<file path="src/rtl/fifo_stream_reader.sv">
// Read-side controller for fifo_sync: issues FIFO reads, absorbs the registered read latency
// in a 2-entry buffer and presents the words as a valid/ready stream with burst framing.
module fifo_stream_reader #(
  parameter int unsigned DATA_WIDTH = 8,
  parameter int unsigned BURST_LEN  = 4,
  parameter int unsigned CNT_W      = 16
) (
  input  logic                  clk,
  input  logic                  rst,
  input  logic                  en,
  input  logic                  fifo_empty,
  input  logic [DATA_WIDTH-1:0] fifo_dout,
  output logic                  fifo_rd_en,
  output logic [DATA_WIDTH-1:0] m_data,
  output logic                  m_valid,
  input  logic                  m_ready,
  output logic                  m_last,
  output logic [CNT_W-1:0]      xfer_cnt
);

  localparam int unsigned BEAT_W = (BURST_LEN > 1) ? $clog2(BURST_LEN) : 1;
  localparam logic [BEAT_W-1:0] LAST_BEAT = BEAT_W'(BURST_LEN - 1);

  logic [DATA_WIDTH-1:0] buf_reg [2];
  logic [1:0]            buf_cnt_reg;
  logic                  inflight_reg;
  logic [BEAT_W-1:0]     beat_cnt_reg;
  logic [CNT_W-1:0]      xfer_cnt_reg;

  logic                  pop;
  logic [2:0]            occ_next;
  logic [1:0]            wr_idx;

  assign m_valid  = (buf_cnt_reg != 2'd0);
  assign m_data   = buf_reg[0];
  assign m_last   = m_valid & (beat_cnt_reg == LAST_BEAT);
  assign xfer_cnt = xfer_cnt_reg;
  assign pop      = m_valid & m_ready;

  // Occupancy after this edge if nothing new is issued; a read is allowed only if
  // its word is guaranteed a free slot when it lands.
  assign occ_next   = {1'b0, buf_cnt_reg} + {2'b00, inflight_reg} - {2'b00, pop};
  assign fifo_rd_en = !rst & en & !fifo_empty & (occ_next < 3'd2);

  // Tail slot for the landing word, after the head has shifted out on a pop.
  assign wr_idx = buf_cnt_reg - {1'b0, pop};

  always_ff @(posedge clk) begin
    if (rst) begin
      buf_reg[0]   <= '0;
      buf_reg[1]   <= '0;
      buf_cnt_reg  <= 2'd0;
      inflight_reg <= 1'b0;
      beat_cnt_reg <= '0;
      xfer_cnt_reg <= '0;
    end else begin
      inflight_reg <= fifo_rd_en;
      buf_cnt_reg  <= buf_cnt_reg - {1'b0, pop} + {1'b0, inflight_reg};
      if (pop) begin
        buf_reg[0]   <= buf_reg[1];
        xfer_cnt_reg <= xfer_cnt_reg + CNT_W'(1);
        beat_cnt_reg <= (beat_cnt_reg == LAST_BEAT) ? '0 : beat_cnt_reg + BEAT_W'(1);
      end
      // Later assignment wins, so a capture into slot 0 overrides the shift.
      if (inflight_reg) begin
        buf_reg[wr_idx[0]] <= fifo_dout;
      end
    end
  end

endmodule

</file>
<file path="config.mk">
export PLATFORM = sky130hd
export DESIGN_NAME = fifo_stream_reader
export DESIGN_NICKNAME = d
export VERILOG_FILES = /design/src/rtl/fifo_stream_reader.sv
export SDC_FILE = /design/constraint.sdc
export NUM_CORES = 1
export LEC_CHECK = 0
export BUFFER_PORTS_ARGS = -buffer_cell sky130_fd_sc_hd__buf_2
export CAP_MARGIN = 20
export CORE_MARGIN = 3
export CORE_UTILIZATION = 55
export CTS_CLUSTER_DIAMETER = 30
export CTS_CLUSTER_SIZE = 20
export DETAILED_ROUTE_END_ITERATION = 16
export PLACE_DENSITY = 0.83
export SLEW_MARGIN = 15
export SYNTH_ARGS = -nofsm -noshare
export SYNTH_HDL_FRONTEND = slang
export SYNTH_SLANG_ARGS = --single-unit
export TNS_END_PERCENT = 100
</file>
<file path="constraint.sdc">
create_clock -name clk -period 5.59 [get_ports clk]
set_clock_uncertainty 0.1 [all_clocks]
set_input_delay 1.3975 -clock clk [delete_from_list [all_inputs] [get_ports clk]]
set_output_delay 1.3975 -clock clk [all_outputs]
set_load 0.05 [all_outputs]
</file>
==> impl_results.md, run 1 <==
* Mapped Nets at around 170
* Highest Clock Rate at around 0.22 GHz
* Register area share after synthesis at between 50 and 60%
* Final RePlAce weighted congestion at 0.7777
* Most common library cell in the layout ignoring fill and taps: buf_2
* R2r startpoint: buf_cnt_reg[1]
* Clock buffer depth at 2
* Max Slew Vio Count at 0
* Crit path DAT at 3140 ps
* Area share of the largest cell type after synthesis at 28.96%
* Ant diodes at 0
* Unique masters post-synth at 32
* Die height at just over 60 µm
* Synth area leaders: edfxtp_1 29%, dfxtp_1 25%, a22o_1 4.2%
* Synthesized area at 1659 µm²
* Placed instance count at 220
* Worst VDD drop at 0.1858 mV
* EDFF count, synth at 16
* CTS tree: built
* Async SR Flop Fraction at 0%
* Worst Path Max Fanout at 12
* Clk Latency, worst-skew pair at about 340 ps
* Number of max-cap violations at 0
* Initial Utilization at about three fifths
* Final Hold Viols at 0
* Vias per cell at between 5 and 6
* Post-CTS Setup Bufs at 0
* Worst-path clk slew at 100 ps
* Commonest cells after routing, fill and taps aside: 39 x buf_2, 21 x dfxtp_1, 16 x nor2_1, 16 x edfxtp_1, 9 x and2_1
* Final nets at 214
* Final non-filler cell area at 1924 µm²
* Root buf cell: clkbuf_4
* Gr usage total at 19.92%
* Synthesis Warnings at 0
* CTS resizes at 0
* Gr ovfl total at 0
* Drt pass-1 iters at 4
* TritonCTS Sinks at 37
* Post-synth top flop: dfxtp_1
* Worst Hold Class: reg -> reg
* First-pass GRT wire length at about 5.3 mm
* Setup TNS at 0 ps
* Worst-margin pin slew at slightly below 800 ps
* Wire per inst at roughly 14 µm
* # DRC at 0
* Post-synth top area cell: edfxtp_1
* Die area at 3711 µm²
* Pwr/cell area at between 300 and 400 nW/µm²
* Syn Area/Cell at around 11 µm²
* Static Leak at about 0.8 nW
* WHS at slightly above 400 ps
* Die Wd at 60.92 µm
* Initial antenna violation count at 0
* H-tree levels at 2
* Core region area at 2805 µm²
* Final ANT Viol Nets at 0
* Initial DRC Count at 26
* DRT Wirelength at ~3.3 mm
* Outcome: completed
* CP required at approximately 4100 ps
* Post-DP Area at ~1900 µm²
* IO Pins at 40
* Vias in the first global route at approximately 1,200
* Site Rows at 19
* Cts hold-fix bufs at 0
* Period minus WS final at ~4600 ps
* Relative slew slack at a little under half
* Gate Count Post-Synth at 155
* Register bit total from synthesis at 37
* Synth-to-Final Area Change at 15.99%
* HPWL Detailed at between 2 and 2.5 mm
* Largest net degree at the start of global routing at 27
* Total power at roughly 0.00072 W
* Worst Setup End Kind: primary output
* Hold wc startpoint: xfer_cnt[15]
* Nature of the critical path startpoint: primary input
* Fin cells at about 230
* Layout cells sized above 1 at 27.41%
* Total vias in the final route at around 1,300
* R2r setup slk at between 2000 and 2500 ps
* Final setup vio count at 0
* Period utilization at about 83%
* CP Class: in -> out
* RSZ-0062 raised after global routing: false
* Port Buf Inserts at 39
* Cts bufs inserted at 5
* Number of fill cells at 213
* CP startpoint: m_ready
## worst paths after layout
path / cells past startpoint / end
worst max-delay path: 7 / fifo_rd_en
worst min-delay path: 2 / xfer_cnt[15]
worst max register to register: 7 / buf_reg[0][1]
worst min register to register: 2 / xfer_cnt[15]
## cell type report
| type | instances | area (µm²) | share of cell area (%) |
|---|---|---|---|
| Tap cell | 31 | 38.79 | 2.016 |
| Timing Repair Buffer | 39 | 195.2 | 10.14 |
| Inverter | 5 | 18.77 | 0.9753 |
| Clock inverter | 2 | 10.01 | 0.5202 |
| Sequential cell | 37 | 900.9 | 46.81 |
| Multi-Input combinational cell | 108 | 719.4 | 37.39 |
| Clock buffer | 6 | 41.29 | 2.146 |
## cell usage after synthesis, types with 2 or more instances
cell       n
nand2_1    8
clkbuf_1   4
or3_1      6
a22o_1     8
dfxtp_1   21
nor3_1     5
a21oi_1    8
nor2_1    16
and2_1     9
inv_1      5
edfxtp_1  16
or4_4      2
o21ai_0    5
xor2_1     7
nand3_1    6
ha_1       4
nand4_1    2
or2_2      3
xnor2_1    7
## layer usage
layer	up-vias	wire, µm	share of wire [%]	track usage [%]
li1	635	-	-	-
met1	598	1452	44	24.02
met2	43	1546	47	33.28
met3	6	229	7.0	6.383
met4	0	50	1.5	7.430
met5	-	0	0	0
## worst max-delay path, stage by stage
cell	delay, ps
buf_2	130
o21ai_1	430
nor2_1	150
fa_1	540
nand4bb_1	120
nor2_1	120
buf_2	260
## stage by stage
step,setup WS [ps],util (%)
finish,949.6,68.60
global route,850.7,68.60
CTS,967.5,68.60
detailed placement,965.8,66.77
global placement,1055,66.77
floorplan,931.8,-
## where the power goes
| part | switching (W) | internal [W] |
|---|---|---|
| clock | 0.0000878 | 0.0000479 |
| combinational | 0.000171 | 0.0000697 |
| sequential | 0.0000272 | 0.000320 |
| total | 0.000285 | 0.000438 |
## kinds of logic after synthesis
| logic type | Yosys count | share of synthesized area, % |
|---|---|---|
| xor gates and xnor gates | 14 | 7.391 |
| buffers and inverters | 10 | 2.337 |
| DFF | 37 | 54.30 |
| adders and majority gates | 5 | 4.223 |
| and+or+nand+nor | 64 | 21.64 |
| AOI/OAI and AO/OA | 25 | 10.11 |
Note: power is estimated with default switching activity, not from simulation.
==> run 2, diff against run 1 <==
--- a/config.mk
+++ b/config.mk
@@ -5,14 +5,15 @@
 export SDC_FILE = /design/constraint.sdc
 export NUM_CORES = 1
 export LEC_CHECK = 0
+export ABC_AREA = 1
 export BUFFER_PORTS_ARGS = -buffer_cell sky130_fd_sc_hd__buf_2
 export CAP_MARGIN = 20
 export CORE_MARGIN = 3
-export CORE_UTILIZATION = 55
+export CORE_UTILIZATION = 48
 export CTS_CLUSTER_DIAMETER = 30
 export CTS_CLUSTER_SIZE = 20
 export DETAILED_ROUTE_END_ITERATION = 16
-export PLACE_DENSITY = 0.83
+export PLACE_DENSITY = 0.76
 export SLEW_MARGIN = 15
 export SYNTH_ARGS = -nofsm -noshare
 export SYNTH_HDL_FRONTEND = slang
==> constraint.sdc (replaced) <==
create_clock -name clk -period 4.2 [get_ports clk]
set_clock_uncertainty 0.1 [all_clocks]
set_input_delay 1.05 -clock clk [delete_from_list [all_inputs] [get_ports clk]]
set_output_delay 1.05 -clock clk [all_outputs]
set_load 0.05 [all_outputs]
==> run 2 against run 1 <==
Effect of this change:
- via count rose by 8.8%
- cell count rose by 26%
- first-iteration DRC count rose to 3.3 times the previous value
- utilization fell by 7.1 points
- largest cell class unchanged
- highest routed layer unchanged
- cell area rose by 10%
- critical path type unchanged
- register-to-register slack got worse by 360 ps
- routed wire length fell by 4.1%
- global-route usage fell by 4.0 points
==> impl_results.md, run 2 <==
* Final ANT Viol Nets at 0
* Worst R2R End: buf_reg[1][2]
* Setup TNS at 0 ps
* Crit-path slowest cell: fa_1
* Site Rows at 21
* Synthesized area at 1768 µm²
* Ant diodes at 0
* Commonest cells in the netlist: 35 x nand2_1, 31 x nor2_1, 24 x inv_1
* Port Buf Inserts at 39
* Period utilization at 89.39%
* Final RePlAce weighted congestion at 0.7843
* # DRC at 0
* CP startpoint: m_ready
* Initial DRC Count at 87
* Vias in the first global route at 1,231
* Cell with the most instances after synthesis: nand2_1
* Register bit total from synthesis at 37
* Dpl ws at roughly 440 ps
* Die height at about 67 µm
* HPWL Detailed at about 2.3 mm
* Hold wc startpoint: beat_cnt_reg[1]
* RSZ-0062 raised after global routing: false
* Gr usage total at 15.88%
* Adder-Cell Fraction of Synth Area at 3.963%
* Post-CTS Setup Bufs at 0
* DRT Wirelength at roughly 3.1 mm
* CP required at a little over 3000 ps
* Wire per inst at roughly 11 µm
* Period minus WS final at ~3800 ps
* Worst-path clk slew at ~80 ps
* Cts bufs inserted at 5
* Initial antenna violation count at 0
* Syn Area/Cell at around 9 µm²
* Compound-cell area share of the yosys netlist at between 9 and 10%
* Cell mode on critical path: buf_2
* Vias per cell at roughly 5
* Drt pass-1 iters at 4
* R2R cell count at 6
* Cts hold-fix bufs at 0
* Worst VDD drop at around 0.24 mV
* Area share of the largest cell type after synthesis at about 27%
* WHS at 360.1 ps
* Critical Path End: fifo_rd_en
* Crit path cell chain: buf_2 > nand2_4 > nor2_1 > o21ai_0 > fa_1 > nand2_1 > nor4_2 > buf_2
* Max Slew Vio Count at 0
* Initial Utilization at approximately half
* TritonCTS Sinks at 37
* First-pass GRT wire length at between 5 and 6 mm
* Highest Clock Rate at about 0.27 GHz
* Pwr/cell area at a little over 500 nW/µm²
* Die area at ~4400 µm²
* Total vias in the final route at 1,395
* Commonest cells after routing, fill and taps aside: 39 x buf_2, 35 x nand2_1, 31 x nor2_1
* Synth-to-Final Area Change at 19.82%
* Worst Hold Class: reg -> reg
* Number of fill cells at 309
* Largest net degree at the start of global routing at 21
* Worst Setup End Kind: primary output
* Synth Area in Simple Gates at 27.74%
* EDFF count, synth at 16
* CTS resizes at 0
* Worst-margin pin slew at around 630 ps
* Root buf cell: clkbuf_8
* Outcome: completed
* Register area share after synthesis at between 50% and 60%
* Crit path DAT at 2600 ps
* IO Pins at 40
* Xor/xnor cell area share of the yosys netlist at 1.486%
* Layout cells sized above 1 at a little over a quarter
* Synthesis Warnings at 0
* R2r setup slk at 2040 ps
* Die Wd at 66.69 µm
* Async SR Flop Fraction at 0%
* Final setup vio count at 0
* Largest family of logic cells by synthesized area: simple AND/OR/NAND/NOR gates
* Gr ovfl total at 0
* Clk Latency, worst-skew pair at between 200 and 300 ps
* Most common library cell in the layout ignoring fill and taps: buf_2
* Unique masters post-synth at 29
* Mux contribution to synthesized area at 0%
* Core region area at 3442 µm²
* Number of max-cap violations at 0
* Static Leak at just under 1 nW
* Post-synth top flop: dfxtp_1
* Mapped Nets at roughly 220
* Worst stage delay on the critical path at around 500 ps
* H-tree levels at 2
* Relative slew slack at around 58%
* CP Class: in -> out
* Final Hold Viols at 0
* CTS tree: built
* Clock buffer depth at 2
* Nature of the critical path startpoint: primary input
* Worst Path Max Fanout at 5
* R2r startpoint: buf_cnt_reg[1]
* Gate Count Post-Synth at between 150 and 200
* Final WS setup at roughly 450 ps
* Post-synth top area cell: edfxtp_1
* Synth area leaders: edfxtp_1 27%, dfxtp_1 24%, nand2_1 7.4%
* Final nets at between 200 and 300
==> run 2: per-stage QoR <==
step           total power (W)  cells  cell area, µm²  utilization, %
2_1_floorplan        0.0007123    197            1774               -
4_1_cts               0.001084    287            2118           61.54
5_1_grt               0.001134    287            2118           61.54
6_report              0.001072    287            2118           61.54
3_3_place_gp         0.0007663    279            2003           58.20
3_5_place_dp         0.0007739    279            2003           58.20
==> run 2: cell type report <==
cell class	instances	area (µm²)	share of cell area, %
multi-input cells	132	755.7	35.68
clock buffers	5	68.82	3.249
inverters	25	93.84	4.430
well taps	46	57.56	2.717
flip-flops and latches	37	900.9	42.53
clock inverters	3	46.29	2.185
repair buffers	39	195.2	9.214
==> run 2: how the worst min path moves through the flow <==
stage	end	depth (start not counted)
2_1_floorplan	beat_cnt_reg[1]	2
3_3_place_gp	beat_cnt_reg[1]	2
3_5_place_dp	beat_cnt_reg[1]	2
4_1_cts	beat_cnt_reg[1]	2
5_1_grt	beat_cnt_reg[1]	2
6_report	beat_cnt_reg[1]	2
==> run 2: metal layers <==
metal	track usage, %	vias up	share of wire, %
met4	8.376	0	1.9
met2	25.12	39	45
met1	20.06	611	47
li1	-	737	-
met3	3.541	8	6.2
met5	0	-	0
==> run 2: kinds of logic (layout without fill, tap and decap cells) <==
logic type	count (synthesis)	after routing
buffers and inverters	28	72
AOI/OAI and AO/OA	30	30
xor gates and xnor gates	3	3
and+or+nand+nor	94	94
DFF	37	37
adders and majority gates	5	5
==> run 2: worst max-delay path, delay by kind of cell <==
kind / cells / cell delay [ps]
AO/OA/AOI/OAI: 1 / 140
adder cells (fa/ha/maj): 1 / 500
buffers and inverters: 2 / 420
AND/OR/NAND/NOR: 4 / 510
==> run 2: where the power goes <==
group	total (W)	internal, W	switching, W
registers	0.000449	0.000422	0.0000275
clock network	0.000309	0.000178	0.000131
logic	0.000313	0.0000821	0.000231
==> run 3, diff against run 2 <==
--- a/config.mk
+++ b/config.mk
@@ -13,6 +13,7 @@
 export CTS_CLUSTER_DIAMETER = 30
 export CTS_CLUSTER_SIZE = 20
 export DETAILED_ROUTE_END_ITERATION = 16
+export MAX_ROUTING_LAYER = met4
 export PLACE_DENSITY = 0.76
 export SLEW_MARGIN = 15
 export SYNTH_ARGS = -nofsm -noshare
==> run 3 against run 2 <==
Effect of this change:
- setup slack about the same
- total power about the same
- cell area did not move
- largest cell class unchanged
- combinational power barely moved
- register-to-register slack hardly changed
- count of clock-buffer cells in the layout unchanged
- first-iteration DRC count fell by 3.4%
- cell count stayed put
- maximum frequency is the same
- sequential power is essentially flat
- hold slack unchanged
- die area unchanged
==> impl_results.md, run 3 (synthesized netlist as in run 2, its figures left out) <==
* Outcome: completed
* Nature of the critical path startpoint: primary input
* Initial antenna violation count at 0
* Final Hold Viols at 0
* Total vias in the final route at 1,398
* WHS at approximately 360 ps
* Placed instance count at between 200 and 300
* Final RePlAce weighted congestion at just under 0.8
* Fin cells at approximately 290
* Worst stage delay on the critical path at roughly 500 ps
* CTS tree: built
* # DRC at 0
* Worst Hold Class: reg -> reg
* Vias in the first global route at 1,232
* Static Leak at 0.9812 nW
* Drt pass-1 iters at 4
* CTS resizes at 0
* Period minus WS final at ~3800 ps
* Largest net degree at the start of global routing at 21
* Cts hold-fix bufs at 0
* Commonest cells after routing, fill and taps aside: 39 x buf_2, 35 x nand2_1, 31 x nor2_1
* Post-CTS Setup Bufs at 0
* CP Class: in -> out
* Vias per cell at 4.871
* Gr usage total at 16.30%
* Cts bufs inserted at 5
* Crit path DAT at approximately 2600 ps
* HPWL Detailed at roughly 2.3 mm
* H-tree levels at 2
* Die height at about 67 µm
* Final core utilization at about three fifths
* Die area at roughly 4400 µm²
* Worst Setup End Kind: primary output
* Pwr/cell area at around 510 nW/µm²
* CP required at around 3100 ps
* Setup TNS at 0 ps
* Initial DRC Count at 84
* Worst-margin pin slew at roughly 630 ps
* Crit-path slowest cell: fa_1
* Max Slew Vio Count at 0
* TritonCTS Sinks at 37
* Most common library cell in the layout ignoring fill and taps: buf_2
* DRT Wirelength at 3.147 mm
* Worst VDD drop at between 0.2 and 0.25 mV
* Number of max-cap violations at 0
* Core region area at 3442 µm²
* Initial Utilization at about half
* Period utilization at between 80% and 90%
* IO Pins at 40
* Final nets at roughly 260
* First-pass GRT wire length at 5.361 mm
* Clock buffer depth at 2
* Layout cells sized above 1 at 26.56%
* RSZ-0062 raised after global routing: false
* Wire per inst at approximately 11 µm
* Crit path cell chain: buf_2 > nand2_4 > nor2_1 > o21ai_0 > fa_1 > nand2_1 > nor4_2 > buf_2
* Port Buf Inserts at 39
* Final setup vio count at 0
* Final non-filler cell area at roughly 2100 µm²
* Post-DP Area at approximately 2000 µm²
* Die Wd at 66.69 µm
* Highest Clock Rate at approximately 0.27 GHz
* Relative slew slack at between 50 and 60%
* Synth-to-Final Area Change at 19.82%
* Gr ovfl total at 0
* Number of fill cells at around 310
* Clk Latency, worst-skew pair at 280 ps
* Final ANT Viol Nets at 0
* Cell mode on critical path: buf_2
* Site Rows at 21
* Ant diodes at 0
* Worst-path clk slew at around 80 ps
* Worst Path Max Fanout at 5
* Root buf cell: clkbuf_8
-- run 3: metrics by stage --
| step | total power, W | worst slack, ps |
|---|---|---|
| final | 0.001072 | 445.8 |
| after global routing | 0.001134 | 282.2 |
| after CTS | 0.001084 | 431.5 |
| after detailed placement | 0.0007739 | 435.9 |
| after global placement | 0.0007663 | 470.1 |
| after floorplan | 0.0007123 | 182.3 |
-- run 3: path summary, 6_finish.rpt --
path	start	to	slack (ps)	depth (start not counted)
setup / recovery	m_ready	fifo_rd_en	450	8
setup reg to reg	buf_cnt_reg[1]	buf_reg[1][2]	2040	6
hold / removal	beat_cnt_reg[1]	beat_cnt_reg[1]	360	2
hold reg to reg	beat_cnt_reg[1]	beat_cnt_reg[1]	360	2
-- run 3: area by class of cell --
class	count	area, µm²	area share [%]
multi-input cells	132	755.7	35.68
repair buffers	39	195.2	9.214
flip-flops and latches	37	900.9	42.53
clock inverters	3	46.29	2.185
well taps	46	57.56	2.717
clock buffers	5	68.82	3.249
inverters	25	93.84	4.430
-- run 3: report_power, final --
part,switching [W],internal (W),leakage (nW)
Combinational,0.000231,0.0000821,0.590
Sequential,0.0000275,0.000422,0.336
Clock,0.000131,0.000178,0.0543
Total,0.000390,0.000681,0.981
-- run 3: per-layer routing --
metal	routed length, µm	global-route usage (%)	vias up
li1	-	-	736
met1	1466	20.06	618
met5	0	-	-
met3	191	3.541	8
met2	1428	25.12	36
met4	60	8.376	0
-- run 3: critical path, delay by kind of cell --
kind,cells,cell delay [ps]
adders and majority gates,1,500
AOI/OAI and AO/OA,1,140
buffers and inverters,2,420
and+or+nand+nor,4,510
